## src/rtl/tdc_capture.sv

```systemverilog
// tdc_capture: digital TDC front end. Captures the DCO ripple count and the
// phase thermometer each reference clock, converts them to an absolute phase
// position in 1/16 DCO-period units and emits the per-cycle phase increment,
// with warm-up qualification and thermometer bubble detection/counting.
module tdc_capture #(
    parameter int unsigned N_WARM = 4
) (
    input  logic        clk,
    input  logic        rst,
    input  logic        en,
    input  logic        tdc_pd,
    input  logic [6:0]  counter_in,
    input  logic [15:0] phase_in,
    output logic [11:0] tdc_word,
    output logic        tdc_valid,
    output logic        bubble_err,
    output logic [7:0]  err_count
);

    localparam logic [2:0] WARM_MAX = 3'(N_WARM);

    // Stage 1 capture registers
    logic [6:0]  cnt_q,      cnt_d;
    logic [15:0] ph_q,       ph_d;
    logic        s1_vld_q,   s1_vld_d;

    // Stage 2 / output registers
    logic [10:0] pos_prev_q, pos_prev_d;
    logic        prev_vld_q, prev_vld_d;
    logic [2:0]  warm_q,     warm_d;
    logic        valid_q,    valid_d;
    logic [11:0] word_q,     word_d;
    logic        bubble_q,   bubble_d;
    logic [7:0]  err_q,      err_d;

    // Stage 2 combinational decode
    logic [4:0]  ones;
    logic [10:0] pos;
    logic [10:0] diff;
    logic        bubble;

    // Decode captured sample: popcount tolerates bubbles; a valid thermometer
    // (0..01..1) has no set bit above a clear bit, i.e. ph & (ph+1) == 0.
    always_comb begin
        ones = '0;
        for (int unsigned i = 0; i < 16; i++) begin
            ones = ones + {4'b0, ph_q[i]};
        end
        pos    = {cnt_q, 4'b0} + {6'b0, ones};
        diff   = pos - pos_prev_q;
        bubble = |(ph_q & (ph_q + 16'd1));
    end

    // Next-state: en freezes everything, tdc_pd clears the pipeline (not
    // err_count), otherwise capture and run the stage-2 update.
    always_comb begin
        cnt_d      = cnt_q;
        ph_d       = ph_q;
        s1_vld_d   = s1_vld_q;
        pos_prev_d = pos_prev_q;
        prev_vld_d = prev_vld_q;
        warm_d     = warm_q;
        valid_d    = valid_q;
        word_d     = word_q;
        bubble_d   = bubble_q;
        err_d      = err_q;

        if (en) begin
            if (tdc_pd) begin
                s1_vld_d   = 1'b0;
                prev_vld_d = 1'b0;
                warm_d     = '0;
                valid_d    = 1'b0;
                word_d     = '0;
                bubble_d   = 1'b0;
            end else begin
                cnt_d    = counter_in;
                ph_d     = phase_in;
                s1_vld_d = 1'b1;
                // bubble_err is a one-enabled-cycle pulse
                bubble_d = 1'b0;
                if (s1_vld_q) begin
                    bubble_d = bubble;
                    if (bubble && (err_q != 8'hFF)) begin
                        err_d = err_q + 8'd1;
                    end
                    pos_prev_d = pos;
                    prev_vld_d = 1'b1;
                    if (prev_vld_q) begin
                        if (warm_q < WARM_MAX) begin
                            warm_d = warm_q + 3'd1;
                        end
                        if (warm_d == WARM_MAX) begin
                            valid_d = 1'b1;
                        end
                        word_d = valid_d ? {1'b0, diff} : '0;
                    end
                end
            end
        end
    end

    // State registers with asynchronous reset
    always_ff @(posedge clk or posedge rst) begin
        if (rst) begin
            cnt_q      <= '0;
            ph_q       <= '0;
            s1_vld_q   <= 1'b0;
            pos_prev_q <= '0;
            prev_vld_q <= 1'b0;
            warm_q     <= '0;
            valid_q    <= 1'b0;
            word_q     <= '0;
            bubble_q   <= 1'b0;
            err_q      <= '0;
        end else begin
            cnt_q      <= cnt_d;
            ph_q       <= ph_d;
            s1_vld_q   <= s1_vld_d;
            pos_prev_q <= pos_prev_d;
            prev_vld_q <= prev_vld_d;
            warm_q     <= warm_d;
            valid_q    <= valid_d;
            word_q     <= word_d;
            bubble_q   <= bubble_d;
            err_q      <= err_d;
        end
    end

    assign tdc_word   = word_q;
    assign tdc_valid  = valid_q;
    assign bubble_err = bubble_q;
    assign err_count  = err_q;

endmodule

```

## config.mk

```make
export PLATFORM = sky130hd
export DESIGN_NAME = tdc_capture
export DESIGN_NICKNAME = d
export VERILOG_FILES = /design/src/rtl/tdc_capture.sv
export SDC_FILE = /design/constraint.sdc
export NUM_CORES = 1
export LEC_CHECK = 0
export CORE_ASPECT_RATIO = 0.5
export CORE_UTILIZATION = 40
export DETAILED_ROUTE_END_ITERATION = 6
export RECOVER_POWER = 100
export SLEW_MARGIN = 5
export SYNTH_ARGS = -nofsm -noshare
export SYNTH_HDL_FRONTEND = slang
export SYNTH_SLANG_ARGS = --single-unit
```

## constraint.sdc

```tcl
create_clock -name clk -period 4.8 [get_ports clk]
set_input_delay 1.2 -clock clk [delete_from_list [all_inputs] [get_ports clk]]
set_output_delay 1.2 -clock clk [all_outputs]
set_load 0.01 [all_outputs]
```

==> summary.txt <==
Outcome
  • Outcome: complete, but fails checks
  • Violated checks: max-capacitance violations, max-slew violations, negative setup slack

Synthesis
  • YS warnings: 0
  • Post-synthesis xor/xnor area fraction: ~5.3%
  • Synthesized cell area: approximately 3400 sq um
  • Synth Area per Inst: a little over 10 sq um
  • Post-Synth Simple-Gate Area: about 14%
  • Mapped Cells: 340
  • Synthesized flop and latch total: 60
  • Yosys cell types: 49
  • Post-synth EDFFs: 0
  • Synth Area in Adders: about an eighth
  • FFs w/ async S/R, synth: 100%
  • Compound-Gate Fraction of Synth Area: between 10 and 15%
  • Synth Flop Type: dfrtp_1
  • Mux share of post-synthesis cell area: under 10%
  • Syn Nets: about 400
  • Sequential-to-total area share from yosys stat: about 44%
  • Main combinational cell family by area after synthesis: simple AND/OR/NAND/NOR gates

Final layout
  • Register Area: around 1500 sq um
  • P&R area growth vs syn: 39.1%
  • Multi-input logic area: between 1500 and 2000 sq um
  • Post-route insts no fill: 547
  • # diodes: 0
  • FILL cells: 706
  • Layout cells sized above 1: 23.2%
  • Layout Nets: 487

Floorplanning
  • Starting Density: ~42%
  • I/O pin count: 49
  • Placement row count: 23
  • Die height: between 60 and 70 um
  • Total die area: 9010 sq um
  • Core area: 8170 sq um
  • Die Wd: between 100 and 150 um

Clock network
  • CTS H-tree depth: 3
  • Hold-fix buffers, CTS: 0
  • # clock sinks: 60
  • CTS tree: built
  • Clk root buf: clkbuf_16
  • CTS Buffer Depth: 2
  • Clock latency on the worst-skew pair: between 0.3 and 0.4 ns
  • Num CTS Buffers: 9
  • Reg clk slew, reported paths: 0.05 ns

Detailed routing
  • Pre-antenna DRT Iters: 4
  • Vias: roughly 2700
  • DR iter-0 viols: 113
  • DRC viols: 0
  • Vias per cell: just under 5
  • Drt wl/cell: about 14 um
  • Remaining antenna violation count: 0
  • Total Wirelength: 7620 um

Setup path
  • Critical path required time: 5.02 ns
  • CP peak stage delay: 0.51 ns
  • Crit-path max FO: 3
  • Worst path slowest cell: fa_1
  • Startpoint Class: flop
  • Arrival time at the worst endpoint: 5.22 ns
  • Worst path cell trace: fa_1, fa_1, inv_2, fa_1, fa_1, inv_1, ha_2, inv_2, fa_2, nor2b_2, or2_4, nand4_1, xnor2_2, ha_1, nor3b_4, or4_1, a32o_1
  • Crit Path Class: reg2reg
  • Most common cell on crit path: fa_1
  • CP endpoint kind: flop

Power
  • Power Dens Cells: ~800 nW/um^2
  • VDD IR max: around 0.43 mV
  • Pleak: around 2.3 nW
  • Power Total: approximately 3.8 mW

Flow run
  • Max-cap violations: 1

Min path
  • Worst hold path type: reg2reg

STA
  • RSZ-0062 raised after global routing: true
  • FMAX: approximately 0.20 GHz
  • Setup Viol. Count Final: 4
  • Pins Over Slew Limit: 40
  • Tcrit/Tclk final: 104%
  • Worst Skew: between 0.007 and 0.008 ns
  • Final worst setup slack: -0.207 ns
  • Hold Fails Final Rpt: 0
  • Tmin final: between 5 and 6 ns
  • Worst-Margin Slew: around 1.5 ns
  • Worst relative slew slack: -1.08%

Placed design
  • Worst slack at placement: -0.255 ns
  • Placed Instances: approximately 520
  • I/O Buffers: 47
  • Routability cong.: 0.811
  • Final HPWL DP: 5670 um

Global route
  • Largest net degree at the start of global routing: 40
  • Initial antenna violation count: 0
  • Total Routing Usage GR: between 10% and 20%
  • First-pass GRT wire length: around 13000 um
  • Grt total ovfl: 0
  • Vias in the first global route: approximately 2600
==> area by class of cell <==
class	instances	area share (%)
multi-input cells	235	39.7
flip-flops and latches	60	31.3
repair buffers	88	16.2
clock buffers	13	5.64
well taps	112	2.92
inverters	36	2.82
clock inverters	3	1.41
==> flip-flops by register name (all words and copies together), names as in the netlist <==
register / flops
tdc_valid: 1
prev_vld_q: 1
pos_prev_q: 11
ph_q: 16
bubble_err: 1
s1_vld_q: 1
tdc_word: 11
cnt_q: 7
warm_q: 3
err_count: 8
==> repair_timing <==
item | 4_1_cts | 5_1_grt
pin swaps | 6 | 18
resized for setup | 10 | 20
setup endpoints to repair | 5 | 6
buffers inserted | 1 | 7
==> cells in the final DEF, fill, tap and decap left out, types with 2 or more instances in the layout <==
| cell | count |
|---|---|
| inv_1 | 34 |
| fa_1 | 10 |
| a22o_1 | 5 |
| o21ai_0 | 22 |
| xor2_1 | 10 |
| xnor2_1 | 7 |
| bufinv_16 | 2 |
| inv_2 | 2 |
| a32o_1 | 2 |
| a21oi_2 | 2 |
| clkbuf_8 | 3 |
| dlygate4sd3_1 | 23 |
| and3_1 | 2 |
| nor2b_1 | 2 |
| clkdlybuf4s50_1 | 24 |
| o2111ai_1 | 2 |
| o22ai_1 | 2 |
| ha_2 | 2 |
| nor3_1 | 10 |
| xnor2_2 | 3 |
| nor4_1 | 3 |
| nor2_1 | 11 |
| a21o_1 | 2 |
| clkbuf_16 | 9 |
| nand3_1 | 2 |
| clkbuf_1 | 3 |
| ha_1 | 16 |
| nand2b_1 | 4 |
| buf_4 | 38 |
| o21ai_1 | 6 |
| mux2_2 | 18 |
| dfrtp_1 | 60 |
| nand4_1 | 7 |
| nand2_1 | 42 |
| o21ai_2 | 3 |
| a21oi_1 | 8 |
==> metal layers <==
| metal | global-route usage [%] | part of all wire (%) | up-vias |
|---|---|---|---|
| met1 | 23.9 | 49 | 1283 |
| met2 | 28.8 | 45 | 58 |
| met5 | 0 | 0 | - |
| li1 | - | - | 1340 |
| met3 | 6.68 | 4.8 | 11 |
| met4 | 7.81 | 1.5 | 0 |
==> per-stage QoR <==
step                util (%)  setup TNS (ns)  hold WS [ns]  area (sq um)
floorplan                  -          -0.173         0.456          3470
global route            58.6           -1.52         0.521          4790
global placement        52.4          -0.456         0.465          4280
CTS                     57.2          -0.317         0.489          4670
detailed placement      52.4          -0.812         0.477          4280
finish                  58.6          -0.460         0.480          4790
==> final timing paths <==
kind,from,to,slack (ns),cells past startpoint
setup / recovery,ph_q[11],tdc_word[9],-0.21,17
hold / removal,tdc_word[0],tdc_word[0],0.48,2
setup reg to reg,ph_q[11],tdc_word[9],-0.21,17
hold reg to reg,tdc_word[0],tdc_word[0],0.48,2
max in group asynchronous,rst,s1_vld_q,1.32,3
min in group asynchronous,rst,ph_q[3],1.77,2
==> critical path: cells and delay by family (launching register included) <==
| kind | cells | cell delay [ns] |
|---|---|---|
| flip-flops | 1 | 0.39 |
| XOR/XNOR | 1 | 0.20 |
| adder cells (fa/ha/maj) | 7 | 2.82 |
| AO/OA/AOI/OAI | 1 | 0.23 |
| AND/OR/NAND/NOR | 5 | 1.08 |
| buffers and inverters | 3 | 0.15 |
==> power by group <==
part | leakage, nW | internal (mW) | total [mW] | switching [mW]
Combinational | 1.33 | 1.28 | 2.43 | 1.16
Clock | 0.162 | 0.496 | 0.719 | 0.222
Sequential | 0.754 | 0.595 | 0.671 | 0.0762
Total | 2.25 | 2.37 | 3.82 | 1.46
==> synthesized netlist by cell type (all sizes together) (2+ instances only) <==
master | count | area (sq um)
nor2 | 12 | 45.0
nand4 | 7 | 43.8
a21oi | 10 | 50.1
xnor2 | 11 | 96.3
nand2b | 4 | 25.0
or3 | 2 | 12.5
fa | 11 | 220
and3 | 2 | 12.5
nand3 | 2 | 10.0
nor3b | 2 | 15.0
xor2 | 10 | 87.6
a21o | 2 | 15.0
inv | 36 | 135
buf | 5 | 25.0
and2 | 2 | 12.5
o2111ai | 2 | 17.5
a22o | 5 | 43.8
nor2b | 3 | 18.8
o22ai | 3 | 18.8
o21ai | 31 | 159
a211oi | 2 | 15.0
mux2 | 19 | 218
nor3 | 11 | 71.3
dfrtp | 60 | 1500
clkbuf | 4 | 15.0
nor4 | 3 | 18.8
ha | 19 | 238
a32o | 2 | 20.0
nand2 | 44 | 165
nor4b | 2 | 17.5
==> cell families after synthesis <==
logic type | count (synthesis)
adder cells (fa/ha/maj) | 30
AND/OR/NAND/NOR | 100
XOR/XNOR | 21
flip-flops | 60
multiplexers | 20
buffers and inverters | 45
other | 1
AO/OA/AOI/OAI | 63
Note: power is estimated with default switching activity, not from simulation.
